--- config.mk ---
export PLATFORM = sky130hd
export DESIGN_NAME = enable_generator_sequencer_flat
export DESIGN_NICKNAME = d
export VERILOG_FILES = /design/src/rtl/enable_generator_sequencer_pkg.sv /design/src/rtl/enable_generator_sequencer_if.sv /design/src/rtl/enable_generator_sequencer_config_shadow.sv /design/src/rtl/enable_generator_sequencer.sv /design/src/flat_wrapper.sv
export SDC_FILE = /design/constraint.sdc
export NUM_CORES = 1
export LEC_CHECK = 0
export BUFFER_PORTS_ARGS = -buffer_cell sky130_fd_sc_hd__buf_4
export CORE_ASPECT_RATIO = 2
export CORE_UTILIZATION = 54
export CTS_BUF_LIST = sky130_fd_sc_hd__clkbuf_2 sky130_fd_sc_hd__clkbuf_4 sky130_fd_sc_hd__clkbuf_8
export DETAILED_ROUTE_END_ITERATION = 10
export GPL_TIMING_DRIVEN = 0
export PLACE_DENSITY = 0.88
export SYNTH_ARGS = -nofsm -noshare
export SYNTH_HDL_FRONTEND = slang
export SYNTH_SLANG_ARGS = --single-unit
--- constraint.sdc ---
create_clock -name clock -period 2.62 [get_ports clock]
set_input_delay 0.524 -clock clock [delete_from_list [all_inputs] [get_ports clock]]
set_output_delay 0.524 -clock clock [all_outputs]
set_load 0.02 [all_outputs]
--- src/rtl/enable_generator_sequencer_pkg.sv ---
// Shared types and constants for the enable generator sequencer (package enable_gen_pkg).
// Optional burst mode is selected by the ENABLE_SEQUENCER_BURST_EN macro.
package enable_gen_pkg;

    localparam int DEF_COUNTER_WIDTH = 32;
    localparam int DEF_N_CHANNELS    = 3;

    typedef enum logic [1:0] {
        IDLE     = 2'd0,
        ARMED    = 2'd1,
        RUNNING  = 2'd2,
        STOPPING = 2'd3
    } seq_state_e;

    // Width of the packed threshold bus; channel k sits at [k*width +: width].
    function automatic int thr_bus_width(input int n_channels, input int width);
        return n_channels * width;
    endfunction

endpackage

--- src/rtl/enable_generator_sequencer_if.sv ---
// Control, configuration and status bundle for the enable generator sequencer.
// burst_length/burst_done exist only when ENABLE_SEQUENCER_BURST_EN is defined.
interface enable_generator_sequencer_if #(
    parameter int COUNTER_WIDTH = enable_gen_pkg::DEF_COUNTER_WIDTH,
    parameter int N_CHANNELS    = enable_gen_pkg::DEF_N_CHANNELS
);
    logic                                start_req;
    logic                                stop_req;
    logic                                sync_mode;
    logic                                ext_sync;
    logic [COUNTER_WIDTH-1:0]            count;
    logic [COUNTER_WIDTH-1:0]            cfg_period;
    logic [N_CHANNELS*COUNTER_WIDTH-1:0] cfg_thresholds;
    logic                                cfg_valid;
    logic                                cfg_ready;
    logic                                gen_enable;
    logic [COUNTER_WIDTH-1:0]            period_out;
    logic [N_CHANNELS*COUNTER_WIDTH-1:0] thresholds_out;
    logic                                running;
    logic                                update_applied;
`ifdef ENABLE_SEQUENCER_BURST_EN
    logic [15:0]                         burst_length;
    logic                                burst_done;
`endif

    modport master (
`ifdef ENABLE_SEQUENCER_BURST_EN
        output burst_length,
        input  burst_done,
`endif
        output start_req, stop_req, sync_mode, ext_sync, count,
        output cfg_period, cfg_thresholds, cfg_valid,
        input  cfg_ready, gen_enable, period_out, thresholds_out,
        input  running, update_applied
    );

    modport slave (
`ifdef ENABLE_SEQUENCER_BURST_EN
        input  burst_length,
        output burst_done,
`endif
        input  start_req, stop_req, sync_mode, ext_sync, count,
        input  cfg_period, cfg_thresholds, cfg_valid,
        output cfg_ready, gen_enable, period_out, thresholds_out,
        output running, update_applied
    );

endinterface

--- src/rtl/enable_generator_sequencer_config_shadow.sv ---
// Shadow/active register pair for period and thresholds with a valid/ready intake.
// The shadow is copied to active while idle, or on the cycle after a period boundary.
module enable_config_shadow
    import enable_gen_pkg::*;
#(
    parameter int COUNTER_WIDTH = DEF_COUNTER_WIDTH,
    parameter int N_CHANNELS    = DEF_N_CHANNELS
) (
    input  logic                                        clock,
    input  logic                                        reset,
    input  logic [COUNTER_WIDTH-1:0]                    cfg_period_i,
    input  logic [thr_bus_width(N_CHANNELS, COUNTER_WIDTH)-1:0] cfg_thresholds_i,
    input  logic                                        cfg_valid_i,
    output logic                                        cfg_ready_o,
    input  logic                                        apply_strobe_i,
    input  logic                                        state_idle_i,
    output logic [COUNTER_WIDTH-1:0]                    period_o,
    output logic [thr_bus_width(N_CHANNELS, COUNTER_WIDTH)-1:0] thresholds_o,
    output logic                                        update_applied_o
);
    localparam int TW = thr_bus_width(N_CHANNELS, COUNTER_WIDTH);

    logic                     full_q;
    logic [COUNTER_WIDTH-1:0] shadow_period_q;
    logic [TW-1:0]            shadow_thr_q;
    logic [COUNTER_WIDTH-1:0] active_period_q;
    logic [TW-1:0]            active_thr_q;
    logic                     applied_q;
    logic                     take;
    logic                     apply;

    // Intake and apply are mutually exclusive: intake needs an empty shadow, apply a full one.
    assign take  = cfg_valid_i && !full_q;
    assign apply = full_q && (state_idle_i || apply_strobe_i);

    always_ff @(posedge clock) begin
        if (reset) begin
            full_q          <= 1'b0;
            shadow_period_q <= '0;
            shadow_thr_q    <= '0;
            active_period_q <= '0;
            active_thr_q    <= '0;
            applied_q       <= 1'b0;
        end else begin
            applied_q <= apply;
            if (take) begin
                shadow_period_q <= cfg_period_i;
                shadow_thr_q    <= cfg_thresholds_i;
                full_q          <= 1'b1;
            end else if (apply) begin
                active_period_q <= shadow_period_q;
                active_thr_q    <= shadow_thr_q;
                full_q          <= 1'b0;
            end
        end
    end

    assign cfg_ready_o      = !full_q;
    assign period_o         = active_period_q;
    assign thresholds_o     = active_thr_q;
    assign update_applied_o = applied_q;

endmodule

--- src/rtl/enable_generator_sequencer.sv ---
// Run/stop sequencer for the enable generator: synced start, graceful stop on a period boundary,
// double-buffered configuration. Define ENABLE_SEQUENCER_BURST_EN for a fixed-length burst mode.
module enable_generator_sequencer
    import enable_gen_pkg::*;
#(
    parameter int COUNTER_WIDTH = DEF_COUNTER_WIDTH,
    parameter int N_CHANNELS    = DEF_N_CHANNELS
) (
    input logic                         clock,
    input logic                         reset,
    enable_generator_sequencer_if.slave bus
);
    seq_state_e                          state_q;
    logic                                gen_enable_q;
    logic                                running_q;
    logic [COUNTER_WIDTH-1:0]            period_act;
    logic [N_CHANNELS*COUNTER_WIDTH-1:0] thr_act;
    logic                                update_pulse;
    logic                                boundary;
    logic                                state_idle;

    // The counter wraps after reaching period_out, so that cycle closes the period.
    assign boundary   = gen_enable_q && (bus.count == period_act);
    assign state_idle = (state_q == IDLE) || (state_q == ARMED);

    enable_config_shadow #(
        .COUNTER_WIDTH (COUNTER_WIDTH),
        .N_CHANNELS    (N_CHANNELS)
    ) u_shadow (
        .clock            (clock),
        .reset            (reset),
        .cfg_period_i     (bus.cfg_period),
        .cfg_thresholds_i (bus.cfg_thresholds),
        .cfg_valid_i      (bus.cfg_valid),
        .cfg_ready_o      (bus.cfg_ready),
        .apply_strobe_i   (boundary),
        .state_idle_i     (state_idle),
        .period_o         (period_act),
        .thresholds_o     (thr_act),
        .update_applied_o (update_pulse)
    );

`ifdef ENABLE_SEQUENCER_BURST_EN
    logic [15:0] burst_cnt_q;
    logic        burst_done_q;
    assign bus.burst_done = burst_done_q;
`endif

    always_ff @(posedge clock) begin
        if (reset) begin
            state_q      <= IDLE;
            gen_enable_q <= 1'b0;
            running_q    <= 1'b0;
`ifdef ENABLE_SEQUENCER_BURST_EN
            burst_cnt_q  <= '0;
            burst_done_q <= 1'b0;
`endif
        end else begin
`ifdef ENABLE_SEQUENCER_BURST_EN
            burst_done_q <= 1'b0;
`endif
            unique case (state_q)
                IDLE: begin
                    if (bus.start_req) begin
                        if (bus.sync_mode) begin
                            state_q <= ARMED;
                        end else begin
                            state_q      <= RUNNING;
                            gen_enable_q <= 1'b1;
                            running_q    <= 1'b1;
`ifdef ENABLE_SEQUENCER_BURST_EN
                            burst_cnt_q  <= bus.burst_length;
`endif
                        end
                    end
                end
                ARMED: begin
                    // An abort outranks a coincident trigger.
                    if (bus.stop_req) begin
                        state_q <= IDLE;
                    end else if (bus.ext_sync) begin
                        state_q      <= RUNNING;
                        gen_enable_q <= 1'b1;
                        running_q    <= 1'b1;
`ifdef ENABLE_SEQUENCER_BURST_EN
                        burst_cnt_q  <= bus.burst_length;
`endif
                    end
                end
                RUNNING: begin
                    if (bus.stop_req) begin
                        if (boundary) begin
                            state_q      <= IDLE;
                            gen_enable_q <= 1'b0;
                            running_q    <= 1'b0;
                        end else begin
                            state_q <= STOPPING;
                        end
                    end
`ifdef ENABLE_SEQUENCER_BURST_EN
                    else if (boundary && burst_cnt_q != 16'd0) begin
                        if (burst_cnt_q == 16'd1) begin
                            state_q      <= IDLE;
                            gen_enable_q <= 1'b0;
                            running_q    <= 1'b0;
                            burst_done_q <= 1'b1;
                        end
                        burst_cnt_q <= burst_cnt_q - 16'd1;
                    end
`endif
                end
                STOPPING: begin
                    if (bus.start_req) begin
                        state_q <= RUNNING;
                    end else if (boundary) begin
                        state_q      <= IDLE;
                        gen_enable_q <= 1'b0;
                        running_q    <= 1'b0;
                    end
                end
            endcase
        end
    end

    assign bus.gen_enable     = gen_enable_q;
    assign bus.running        = running_q;
    assign bus.period_out     = period_act;
    assign bus.thresholds_out = thr_act;
    assign bus.update_applied = update_pulse;

endmodule

--- src/flat_wrapper.sv ---
// flat-port wrapper written by rule: the top's interface ports become plain ports
module enable_generator_sequencer_flat import enable_gen_pkg::*;
#(
    parameter int COUNTER_WIDTH = DEF_COUNTER_WIDTH,
    parameter int N_CHANNELS    = DEF_N_CHANNELS
)
  (clock, reset, bus_start_req, bus_stop_req, bus_sync_mode, bus_ext_sync, bus_count, bus_cfg_period, bus_cfg_thresholds, bus_cfg_valid, bus_cfg_ready, bus_gen_enable, bus_period_out, bus_thresholds_out, bus_running, bus_update_applied);
  enable_generator_sequencer_if #(.COUNTER_WIDTH(COUNTER_WIDTH), .N_CHANNELS(N_CHANNELS)) bus_i ();
  input logic clock;
  input logic reset;
  input wire logic [$bits(bus_i.start_req)-1:0] bus_start_req;
  input wire logic [$bits(bus_i.stop_req)-1:0] bus_stop_req;
  input wire logic [$bits(bus_i.sync_mode)-1:0] bus_sync_mode;
  input wire logic [$bits(bus_i.ext_sync)-1:0] bus_ext_sync;
  input wire logic [$bits(bus_i.count)-1:0] bus_count;
  input wire logic [$bits(bus_i.cfg_period)-1:0] bus_cfg_period;
  input wire logic [$bits(bus_i.cfg_thresholds)-1:0] bus_cfg_thresholds;
  input wire logic [$bits(bus_i.cfg_valid)-1:0] bus_cfg_valid;
  output wire logic [$bits(bus_i.cfg_ready)-1:0] bus_cfg_ready;
  output wire logic [$bits(bus_i.gen_enable)-1:0] bus_gen_enable;
  output wire logic [$bits(bus_i.period_out)-1:0] bus_period_out;
  output wire logic [$bits(bus_i.thresholds_out)-1:0] bus_thresholds_out;
  output wire logic [$bits(bus_i.running)-1:0] bus_running;
  output wire logic [$bits(bus_i.update_applied)-1:0] bus_update_applied;
  assign bus_i.start_req = bus_start_req;
  assign bus_i.stop_req = bus_stop_req;
  assign bus_i.sync_mode = bus_sync_mode;
  assign bus_i.ext_sync = bus_ext_sync;
  assign bus_i.count = bus_count;
  assign bus_i.cfg_period = bus_cfg_period;
  assign bus_i.cfg_thresholds = bus_cfg_thresholds;
  assign bus_i.cfg_valid = bus_cfg_valid;
  assign bus_cfg_ready = bus_i.cfg_ready;
  assign bus_gen_enable = bus_i.gen_enable;
  assign bus_period_out = bus_i.period_out;
  assign bus_thresholds_out = bus_i.thresholds_out;
  assign bus_running = bus_i.running;
  assign bus_update_applied = bus_i.update_applied;
  enable_generator_sequencer #(.COUNTER_WIDTH(COUNTER_WIDTH), .N_CHANNELS(N_CHANNELS)) u_core (.clock(clock), .reset(reset), .bus(bus_i));
endmodule
; ---- After elaboration in Yosys (flattened, before gate mapping)
; Cells that the tools add are included.
[word_totals]
register_bits = 262
[classes]
reduce_logical = 11
n_eq_ne = 12
n_bitwise = 1
muxes = 23
[ops]
columns = cell, count
row1 = $eq A32 B32 Y1, 1
row2 = $mux W2, 8
row3 = $mux W1, 12
row4 = $ne A2 B2 Y1 const B, 6
row5 = $pmux W1 S4, 2
row6 = $pmux W2 S4, 1
row7 = $ne A3 B3 Y1 const B, 2
row8 = $reduce_and A6 Y1, 1
row9 = $eq A2 B2 Y1 const B, 2
row10 = $reduce_and A4 Y1, 1
row11 = $logic_and A1 B1 Y1, 3
row12 = $eq A2 B1 Y1 const B, 1
row13 = $logic_not A2 Y1, 1
row14 = $logic_or A1 B1 Y1, 2
row15 = $reduce_and A2 Y1, 1
row16 = $reduce_bool A2 Y1, 1
row17 = $logic_not A1 Y1, 1
row18 = $not A1 Y1, 1

; ---- Logic depth before layout (Yosys ltp)
; Gate-level depths: netlist of the first run.
[depth]
depth_word = 6
mapped_depth = 9
ltp_nobuf = 6

; ---- Modules after synthesis
; From an unflattened synthesis of the first run, not the netlist that was laid out.
[hier_totals]
cells_unflattened = 1201
hier_area_um2 = 9501.6
[by_module_without_submodules]
columns = module, n_inst, seq_area_each_um2, area_each_um2, cells_per_inst
row1 = enable_config_shadow, 1, 5165.0, 8874.8, 1120
row2 = enable_generator_sequencer, 1, 60.1, 626.9, 81

; ---- Least setup slack after synthesis of the first run
; Ideal clock, no wire load.
[synth_path]
kind = input-to-reg
start = in bus_count[25]
end = reg u_core.u_shadow.active_period_q[21], in the netlist u_core.u_shadow.period_o[21]
t_arrival_ns = 2.079
cell_stages = 9
setup_slack_ns = 0.423
required_ns = 2.502
cell_sequence = xnor2_1 nand3_1 a2111oi_2 nand4_1 o31a_1 buf_6 buf_12 buf_12 mux2i_1
[synth_between]
elab_chain_len = 5
[synth_rtl]
columns = item, line_no
row1 = start: declaration, flat_wrapper.sv:15  ; input wire logic [$bits(bus_i.count)-1:0] bus_count;
row2 = $eq A32 B32 Y1, enable_generator_sequencer.sv:23  ; assign boundary = gen_enable_q && (bus.count == period_act);
row3 = $logic_and A1 B1 Y1, enable_generator_sequencer.sv:23
row4 = $logic_or A1 B1 Y1, enable_generator_sequencer_config_shadow.sv:34  ; assign apply = full_q && (state_idle_i || apply_strobe_i);
row5 = $logic_and A1 B1 Y1, enable_generator_sequencer_config_shadow.sv:34
row6 = $reduce_and A2 Y1 (no line), -
row7 = end signal: assignment, enable_generator_sequencer_config_shadow.sv:51  ; active_period_q <= shadow_period_q;
row8 = end: declaration, enable_generator_sequencer_config_shadow.sv:26  ; logic [COUNTER_WIDTH-1:0] active_period_q;
; Every way passes these cells.
; A chain may end at the register's enable or synchronous reset.

; ---- Final worst setup path of the first run
[layout_path]
start = reg u_core.u_shadow.active_period_q[25], in the netlist u_core.u_shadow.period_o[25]
end = reg u_core.u_shadow.active_period_q[0], in the netlist u_core.u_shadow.period_o[0]
[layout_between]
elab_chain_len = 5
[layout_rtl]
columns = item, line_no
row1 = $eq A32 B32 Y1, enable_generator_sequencer.sv:23
row2 = $logic_and A1 B1 Y1, enable_generator_sequencer.sv:23
row3 = $logic_or A1 B1 Y1, enable_generator_sequencer_config_shadow.sv:34
row4 = $logic_and A1 B1 Y1, enable_generator_sequencer_config_shadow.sv:34
row5 = $reduce_and A2 Y1 (no line), -
; Every way passes these cells.

==> results of run 1 <==
synth_stat cells, drive strengths merged:
cell and number:
a222oi 1, clkbuf 64, a211oi 3, nor2 4, o21a 1, dfxtp 261, nor4 1, a31oi 1
nor4b 1, o31a 1, o22ai 1, nand4 5, mux2i 128, inv 11, xnor2 20, o21ai 3
nor3 1, a221oi 1, xor2 1, o211ai 1, a21oi 130, nor3b 1, nand2b 267, o2111ai 2
o2111a 1, a2111oi 1, buf 23, nand2 259, nor2b 1, o32ai 1, nand3 2
power by group:
group / total [µW] / internal, µW / switching [µW] / leakage, µW
logic: 1090 / 539 / 551 / 0.00379
clock network: 3190 / 1710 / 1470 / 0.000387
registers: 4240 / 4140 / 102 / 0.00213
path summary, 6_finish.rpt:
kind / from / end / slack (ns) / cells past startpoint
hold reg to reg: u_core.u_shadow.shadow_thr_q[42] / u_core.u_shadow.shadow_thr_q[42] / 0.46 / 2
hold / removal: bus_cfg_period[8] / u_core.u_shadow.shadow_period_q[8] / 0.25 / 3
setup / recovery: u_core.u_shadow.period_o[25] / u_core.u_shadow.period_o[0] / 0.08 / 9
setup reg to reg: u_core.u_shadow.period_o[25] / u_core.u_shadow.period_o[0] / 0.08 / 9
area by class of cell:
| class | count | area, µm² |
|---|---|---|
| sequential | 261 | 5225 |
| timing repair buffer | 297 | 2230 |
| fill | 1450 | 5380 |
| buffer | 87 | 533.0 |
| tap | 259 | 324.1 |
| inverter | 11 | 41.29 |
| clock buffer | 55 | 706.9 |
| antenna | 1 | 2.502 |
| multi-input combinational | 839 | 4994 |
| clock inverter | 4 | 22.52 |
logic make-up after synthesis:
logic type | after synthesis | share of synthesized area (%)
AND/OR/NAND/NOR | 542 | 25.32
flip-flops | 261 | 48.41
AO/OA/AOI/OAI | 148 | 7.373
multiplexers | 128 | 11.87
buffers and inverters | 98 | 5.321
XOR/XNOR | 21 | 1.704
metrics by stage:
step	utilization (%)	hold slack [ns]	instances	setup slack, ns
finish	72.35	0.2457	1814	0.08442
global route	72.35	0.2382	1814	0.03521
CTS	72.34	0.2179	1813	0.1022
detailed placement	68.59	0.4472	1754	-0.1556
global placement	68.59	0.4417	1754	-0.1270
floorplan	-	0.4368	1198	0.4227
state kept, by name, summed over array words and instances (netlist names):
name	flops
u_core.u_shadow.thresholds_o	96
u_core.u_shadow.shadow_thr_q	96
u_core.u_shadow.shadow_period_q	32
u_core.u_shadow.update_applied_o	1
u_core.u_shadow.full_q	1
u_core.u_shadow.period_o	32
u_core.bus.running	1
u_core.state_q	2
layer usage:
metal / GRT usage, % / wire length, µm / vias to the layer above
li1: - / - / 4525
met1: 24.85 / 9388 / 4285
met2: 54.22 / 15880 / 323
met3: 5.671 / 1696 / 125
met4: 19.80 / 2038 / 0
met5: 0 / 0 / -
critical path, stage by stage, from the launching register on:
cell and delay [ns]:
dfxtp_1 0.35, xnor2_1 0.26, nand3_1 0.15, a2111oi_2 0.37, nand4_1 0.29, o31a_1 0.38, buf_6 0.14, buf_12 0.16
buf_12 0.16, mux2i_1 0.17
==> impl_results.md, run 1 <==
- Fmax: 394.4 MHz
- All-Layer GR Usage: 28.26%
- Row cnt: 72
- DIE WIDTH: 102.0 µm
- Post-DP HPWL: around 22 mm
- Synth cell types: 35
- First-pass GRT wire length: 45.15 mm
- Die height: 201.9 µm
- Final net count: 1700
- Io pins: 299
- CTS root buffer: clkbuf_8
- Vias post-DR: 9258
- Setup violations, final: 0
- Area Growth Syn to Fin: 30.44%
- Synthesis Warnings: 0
- Worst Hold Class: input port to flop
- Initial antenna violation count: 1
- Max H-tree Level: 2
- Syn Inst Count: ~1200
- Die ar.: a little over 20000 µm²
- Worst skew pair latency: around 0.52 ns
- Setup crit start kind: flop
- Status: finished, final reports clean
- Setup_tns: 0 ns
- Clock Path Buffers: 3
- Pwr Total: 8515 µW
- CTS tree: done
- Drt pass-1 iters: 5
- Clock tree sinks: 261
- Critical path fanouts, max: 10
- Endpoint class of the critical path: flop
- TritonCTS buffer count: 36
- Pwr dens: 604.8 nW/µm²
- Iter 0 DRT Violations: 270
- ANT nets after route: 0
- CTS hold repair buffers: 0
- Core Area: 19460 µm²
- Req. time, crit path: 3.06 ns
- Largest area contributor in the netlist: dfxtp_1
- Final min period: 2.536 ns
- Leakage power: 0.006303 µW
- Max-slew violations: 0
- Fin. Hold Viols: 0
- Post-CTS setup buffer count: 0
- Port Buf Inserts: around 300
- Slew @ Worst Pin: 0.8938 ns
- Synth Cell Area: 10790 µm²
- Syn Nets: about 1400
- Cell Area, Placed: 13350 µm²
- Post-cts sizing count: 0
- # DRC: 0
- Top cell type's share of synthesized area: 48.41%
- Seq/Total Area, Yosys: 48.41%
- Vias/cell: 5.104
- Final Cycle Share: 96.78%
- WL/cell: about 16 µm
- Total gr overflow: 0
- Final Cell Area: 14080 µm²
- Critical Path AT: 2.97 ns
- Layout cells sized above 1: 24.00%
- Setup Skew: 0.01486 ns
- Avg Cell Area, Syn: 9.009 µm²
- Peak supply drop: 0.0005629 V
- Starting Density: about 55%
- Largest net degree at the start of global routing: 11
- Worst-path clk slew: 0.07 ns
- Slew headroom: 40.41%
- RSZ-0062 raised after global routing: no
- Commonest non-fill, non-tap cell in the layout: buf_4
- Max Cap Violations: 0
- Number of global-route vias before repair: 9602
- Setup CP Type: flop to flop
- Commonest cells after routing, fill and taps aside: buf_4 (298), nand2b_1 (267), dfxtp_1 (261)
- Post-Route WL: between 20 and 30 mm
- Synth area leaders: dfxtp_1 (48%), nand2b_1 (15%), mux2i_1 (12%)
- Post-synthesis sequential element count: 261
- Final GP Congestion: 0.8718
(Power assumes the default switching activity.)
==> run 2: changes to the inputs <==
--- a/config.mk
+++ b/config.mk
@@ -6,7 +6,6 @@
 export NUM_CORES = 1
 export LEC_CHECK = 0
 export BUFFER_PORTS_ARGS = -buffer_cell sky130_fd_sc_hd__buf_4
-export CORE_ASPECT_RATIO = 2
 export CORE_UTILIZATION = 54
 export CTS_BUF_LIST = sky130_fd_sc_hd__clkbuf_2 sky130_fd_sc_hd__clkbuf_4 sky130_fd_sc_hd__clkbuf_8
 export DETAILED_ROUTE_END_ITERATION = 10
==> impl_results.md, run 2 (synthesis gave the netlist of run 1 again) <==
- Commonest cells after routing, fill and taps aside: buf_4 (298), nand2b_1 (267), dfxtp_1 (261)
- FF-to-FF path depth: 9 (unchanged)
- Final cell count without fillers: 1834 (+1.1%)
- Commonest non-fill, non-tap cell in the layout: buf_4
- Peak supply drop: 0.0004034 V (-28%)
- Max Cap Violations: 0 (unchanged)
- Pre-CTS WS: -0.1265 ns (+0.02910 ns)
- Worst Hold Class: input port to flop
- Pwr dens: 633.4 nW/µm² (+4.7%)
- Req. time, crit path: 3.06 ns (about the same)
- RSZ-0062 raised after global routing: no
- Sequence of cells on the critical path: xnor2_1 > nand3_1 > a2111oi_2 > nand4_1 > o31a_1 > buf_6 > buf_12 > buf_12 > mux2i_1
- First-pass GRT wire length: 44.93 mm (-0.47%)
- Critical path's slowest cell: o31a_1
- Cell Area, Placed: 13350 µm² (about the same)
- CTS tree: done
- Post-CTS setup buffer count: 0 (unchanged)
- Setup Skew: 0.01119 ns (-0.003671 ns)
- Critical path fanouts, max: 10 (unchanged)
- Sequential share of power: 46.9% (-2.9 points)
- Io pins: 299 (unchanged)
- Die ar.: 20560 µm² (-0.16%)
- Slew headroom: 34.11% (-6.3 points)
- Layout cells sized above 1: 24.79% (+0.79 points)
- Final WS setup: 0.1571 ns (+0.07264 ns)
- Largest net degree at the start of global routing: 11 (unchanged)
- Number of global-route vias before repair: 9111 (-5.1%)
- Die height: 143.4 µm (-29%)
- Switch share: 24.27% (-0.72 points)
- DIE WIDTH: 143.4 µm (+41%)
- Slew @ Worst Pin: 0.9884 ns (+0.09461 ns)
- Iter 0 DRT Violations: 457 (+69%)
- Clk pwr share: 40.9% (+3.5 points)
- Total gr overflow: 0 (unchanged)
- Leakage power: 0.006402 µW (+1.6%)
- Final GP Congestion: 0.8301 (-4.8%)
- Reg-to-reg slack, setup: 0.16 ns (+0.07 ns)
- Fin. Hold Viols: 0 (unchanged)
- Cell count after placement: 1760 (+0.34%)
- Clock tree sinks: 261 (unchanged)
- Vias post-DR: 9299 (+0.44%)
- Final net count: 1706 (+0.35%)
- ANT nets after route: 0 (unchanged)
- Internal power: 6842 µW (+7.1%)
- Final Cycle Share: 94.01% (-2.8 points)
- Final min period: 2.463 ns (-0.07264 ns)
- Post-DP HPWL: 21.02 mm (-4.9%)
- Row cnt: 51 (-29%)
- All-Layer GR Usage: 28.28% (about the same)
- Max-slew violations: 0 (unchanged)
- Port Buf Inserts: 297 (unchanged)
- Max H-tree Level: 2 (unchanged)
- Setup crit end: u_core.u_shadow.thresholds_o[91]
- Endpoint class of the critical path: flop
- Inserted Diodes: 0 (-1)
- CP most frequent cell: buf_12
- Setup CP Type: flop to flop
- Starting Density: 55.27% (-0.19 points)
- # DRC: 0 (unchanged)
- WL/cell: 16.07 µm (+0.49%)
- CP Launch Point: u_core.u_shadow.period_o[25]
- Sw Pwr: 2192 µW (+3.0%)
- Setup_tns: 0 ns (unchanged)
- RR Endpoint: u_core.u_shadow.thresholds_o[91]
- Critical path's largest stage delay: 0.38 ns (about the same)
- Core Area: 19530 µm² (+0.35%)
- Worst-path clk slew: 0.06 ns (about the same)
- Worst skew pair latency: 0.52 ns (about the same)
- Setup violations, final: 0 (unchanged)
- Combinational group share of total power: 12.1% (-0.7 points)
- Drt pass-1 iters: 5 (unchanged)
- Filler cells: 1453 (+0.21%)
- Hold slack: 0.2470 ns (+0.001267 ns)
- Fmax: 406.0 MHz (+2.9%)
- Clock Path Buffers: 3 (unchanged)
- Critical Path AT: 2.90 ns (-0.07 ns)
- CTS root buffer: clkbuf_8
- Worst r2r src: u_core.u_shadow.period_o[25]
- Initial antenna violation count: 0 (-1)
- Status: finished, final reports clean
- Setup crit start kind: flop
- TritonCTS buffer count: 42 (+17%)
- Area Growth Syn to Fin: 32.16%
- Vias/cell: 5.070 (-0.65%)
- Post-Route WL: 29.46 mm (+1.6%)
- Final Cell Area: 14260 µm² (+1.3%)
run 2: cell types whose count changed in the layout (fill, tap and decap cells not counted), sizes merged:
cell      before  now
clkbuf       119  135
bufinv         0    1
clkinv         3    2
clkinvlp       1    0
diode          1    0
run 2: cell type report:
cell class	count	area [µm²]	area share [%]
sequential	261	5225	36.63
inverter	11	41.29	0.2895
timing repair buffer	297	2230	15.63
tap	265	331.6	2.325
clock inverter	3	40.04	0.2807
buffer	87	533.0	3.737
clock buffer	71	864.6	6.061
multi-input combinational	839	4999	35.04
run 2: metrics by stage:
| stage | power, µW | util (%) |
|---|---|---|
| after CTS | 9081 | 73.02 |
| final | 9034 | 73.05 |
| after floorplan | 4952 | - |
| after global routing | 9359 | 73.05 |
| after global placement | 5381 | 68.39 |
| after detailed placement | 5411 | 68.39 |
run 2: worst max-delay path: cells and delay by family, from the launching register on:
family                    cells  cell delay [ns]
buffers and inverters         3             0.46
DFF                           1             0.35
muxes                         1             0.17
AOI/OAI and AO/OA             2             0.72
and+or+nand+nor               2             0.41
xor gates and xnor gates      1             0.27
run 2: how the worst min path moves through the flow:
stage / startpoint / to / slack, ns / depth (start not counted)
3_3_place_gp: u_core.u_shadow.shadow_thr_q[58] / u_core.u_shadow.shadow_thr_q[58] / 0.44 / 2
6_report: bus_cfg_thresholds[5] / u_core.u_shadow.shadow_thr_q[5] / 0.25 / 3
5_1_grt: bus_cfg_thresholds[18] / u_core.u_shadow.shadow_thr_q[18] / 0.23 / 3
2_1_floorplan: u_core.u_shadow.shadow_period_q[0] / u_core.u_shadow.shadow_period_q[0] / 0.44 / 2
4_1_cts: bus_cfg_thresholds[48] / u_core.u_shadow.shadow_thr_q[48] / 0.22 / 3
3_5_place_dp: u_core.u_shadow.shadow_thr_q[11] / u_core.u_shadow.shadow_thr_q[11] / 0.45 / 2
run 2: what timing repair did:
action                     CTS  global route
resized for setup            0             1
setup endpoints to repair    0             3
hold buffers                 0             0
run 2: metal layers:
| metal | vias up | share of wire, % | wire (µm) | GRT usage, % |
|---|---|---|---|---|
| met3 | 85 | 6.5 | 1919 | 5.965 |
| li1 | 4565 | - | - | - |
| met4 | 0 | 4.6 | 1362 | 14.61 |
| met1 | 4332 | 40 | 11910 | 33.23 |
| met2 | 317 | 48 | 14270 | 48.52 |
| met5 | - | 0 | 0 | 0 |
run 2: power by group through the flow:
stage          clock [µW]  combinational, µW  sequential [µW]
5_1_grt              3920               1190             4260
3_5_place_dp            0               1090             4320
6_report             3700               1100             4240
3_3_place_gp            0               1070             4310
2_1_floorplan           0                600             4350
4_1_cts              3740               1100             4240
==> run 3: changes to the inputs <==
--- a/config.mk
+++ b/config.mk
@@ -11,6 +11,8 @@
 export DETAILED_ROUTE_END_ITERATION = 10
 export GPL_TIMING_DRIVEN = 0
 export PLACE_DENSITY = 0.88
+export RECOVER_POWER = 25
+export SETUP_SLACK_MARGIN = 0.3
 export SYNTH_ARGS = -nofsm -noshare
 export SYNTH_HDL_FRONTEND = slang
 export SYNTH_SLANG_ARGS = --single-unit
==> impl_results.md, run 3 (synthesis gave the netlist of run 1 again) <==
- Status: finished, final reports clean
- Setup CP Type: flop to flop
- Cell count after placement: 1760 (unchanged)
- All-Layer GR Usage: 28.55% (+0.27 points)
- ANT nets after route: 0 (unchanged)
- Hold path cells: 3 (unchanged)
- Core Area: 19530 µm² (unchanged)
- Reg-to-reg slack, setup: 0.24 ns (+0.09 ns)
- Fmax: 421.1 MHz (+3.7%)
- DIE WIDTH: 143.4 µm (unchanged)
- CTS tree: done
- Final Cycle Share: 90.65% (-3.4 points)
- Iter 0 DRT Violations: 480 (+5.0%)
- Cell Area, Placed: 13350 µm² (unchanged)
- Worst Hold Class: input port to flop
- RSZ-0062 raised after global routing: no
- Setup Skew: 0.01144 ns (+0.0002476 ns)
- Final cell count without fillers: 1836 (+0.11%)
- Critical Path AT: 2.78 ns (-0.12 ns)
- Max H-tree Level: 2 (unchanged)
- Largest net degree at the start of global routing: 11 (unchanged)
- Pwr dens: 642.3 nW/µm² (+1.4%)
- Clock tree sinks: 261 (unchanged)
- TritonCTS buffer count: 42 (unchanged)
- Setup violations, final: 0 (unchanged)
- Total gr overflow: 0 (unchanged)
- Max-slew violations: 0 (unchanged)
- WL/cell: 16.63 µm (+3.5%)
- Peak supply drop: 0.0003953 V (-2.0%)
- Commonest cells after routing, fill and taps aside: nand2b_1 (267), nand2_1 (258), dfxtp_1 (252)
- Number of global-route vias before repair: 9133 (+0.24%)
- Req. time, crit path: 3.02 ns (-0.04 ns)
- Hold path start: bus_cfg_period[27]
- FF-to-FF path depth: 9 (unchanged)
- Vias/cell: 5.128 (+1.1%)
- Critical path fanouts, max: 10 (unchanged)
- Row cnt: 51 (unchanged)
- Fin. Hold Viols: 0 (unchanged)
- Commonest non-fill, non-tap cell in the layout: nand2b_1
- Max Cap Violations: 0 (unchanged)
- Post-DP HPWL: 21.02 mm (unchanged)
- Vias post-DR: 9415 (+1.2%)
- Final min period: 2.375 ns (-0.08792 ns)
- Drt pass-1 iters: 4 (-1)
- Filler cells: 1545 (+6.3%)
- Final GP Congestion: 0.8301 (unchanged)
- Final Cell Area: 14080 µm² (-1.3%)
- Port Buf Inserts: 297 (unchanged)
- Setup crit start kind: flop
- Inserted Diodes: 0 (unchanged)
- Endpoint class of the critical path: flop
- Leakage power: 0.006086 µW (-4.9%)
- First-pass GRT wire length: 45.29 mm (+0.80%)
- Finished Core Util: 72.13% (-0.92 points)
- Hold slack: 0.2450 ns (-0.001941 ns)
- Post-Route WL: 30.53 mm (+3.6%)
- Endpoint with the worst hold slack: u_core.u_shadow.shadow_period_q[27]
- Io pins: 299 (unchanged)
- CTS root buffer: clkbuf_8
- Worst r2r src: u_core.u_shadow.period_o[30]
- Area Growth Syn to Fin: 30.49%
- Worst-path clk slew: 0.06 ns (about the same)
- Layout cells sized above 1: 20.43% (-4.4 points)
- Die height: 143.4 µm (unchanged)
- Starting Density: 55.27% (unchanged)
- Die ar.: 20560 µm² (unchanged)
- Initial antenna violation count: 0 (unchanged)
- Slew @ Worst Pin: 0.9882 ns (-0.0002010 ns)
- # DRC: 0 (unchanged)
- Final net count: 1708 (+0.12%)
- RR Endpoint: u_core.u_shadow.period_o[12]
- Slew headroom: 34.12% (about the same)
- Worst skew pair latency: 0.53 ns (about the same)
- Setup_tns: 0 ns (unchanged)
- Clock Path Buffers: 3 (unchanged)
-- run 3: changes by cell type in the layout (fill, tap and decap cells not counted), moves of 2 or more --
| cell | change |
|---|---|
| buf_4 | -94 |
| dfxtp_1 | -9 |
| nand3_2 | +2 |
| nand3_1 | -2 |
| xnor2_2 | +11 |
| xnor2_1 | -11 |
| clkbuf_1 | +95 |
| dfxtp_2 | +9 |
-- run 3: per-layer routing --
| metal | wire length [µm] | global-route usage, % |
|---|---|---|
| met3 | 1880 | 6.065 |
| met2 | 14690 | 49.31 |
| met1 | 12450 | 33.38 |
| met4 | 1508 | 14.45 |
| met5 | 0 | 0 |
-- run 3: worst max-delay path, cell delays in order, from the launching register on --
cell	delay, ns
dfxtp_1	0.45
xnor2_2	0.14
nand4_1	0.21
nor3_4	0.22
nand4_1	0.21
o31a_1	0.37
buf_6	0.15
buf_12	0.15
buf_12	0.15
mux2i_4	0.19
-- run 3: area by class of cell --
type	instances	area, µm²	share of cell area [%]
sequential	261	5236	37.18
multi-input combinational	839	5131	36.43
timing repair buffer	299	1906	13.53
clock buffer	71	864.6	6.139
buffer	87	533.0	3.785
tap	265	331.6	2.354
inverter	11	41.29	0.2932
clock inverter	3	40.04	0.2843
-- run 3: where the power goes --
part | leakage (µW) | total [µW] | internal, µW | switching, µW
logic | 0.00347 | 1100 | 529 | 573
clock network | 0.000486 | 3700 | 2160 | 1540
registers | 0.00213 | 4240 | 4140 | 103
-- run 3: worst max-delay path by stage --
| stage | end | cells after the start | start |
|---|---|---|---|
| detailed placement | u_core.u_shadow.thresholds_o[42] | 10 | bus_count[23] |
| floorplan | u_core.u_shadow.period_o[21] | 9 | bus_count[25] |
| finish | u_core.u_shadow.period_o[12] | 9 | u_core.u_shadow.period_o[30] |
| global route | u_core.u_shadow.period_o[29] | 9 | u_core.u_shadow.period_o[30] |
| CTS | u_core.u_shadow.thresholds_o[91] | 9 | u_core.u_shadow.period_o[23] |
| global placement | u_core.u_shadow.period_o[29] | 10 | bus_count[25] |
-- run 3: repair_timing --
action / 4_1_cts / 5_1_grt
gates resized for setup: 4 / 30
gates cloned: 0 / 1
pin swaps: 1 / 14
hold buffers: 0 / 0
setup endpoints to repair: 120 / 120
buffers inserted: 1 / 0
-- run 3: per-stage QoR --
| stage | total power (µW) | setup slack (ns) |
|---|---|---|
| 6_report | 9045 | 0.2450 |
| 5_1_grt | 9365 | 0.1920 |
| 4_1_cts | 9083 | 0.3054 |
| 3_5_place_dp | 5411 | -0.1265 |
| 3_3_place_gp | 5381 | -0.1297 |
| 2_1_floorplan | 4952 | 0.4227 |
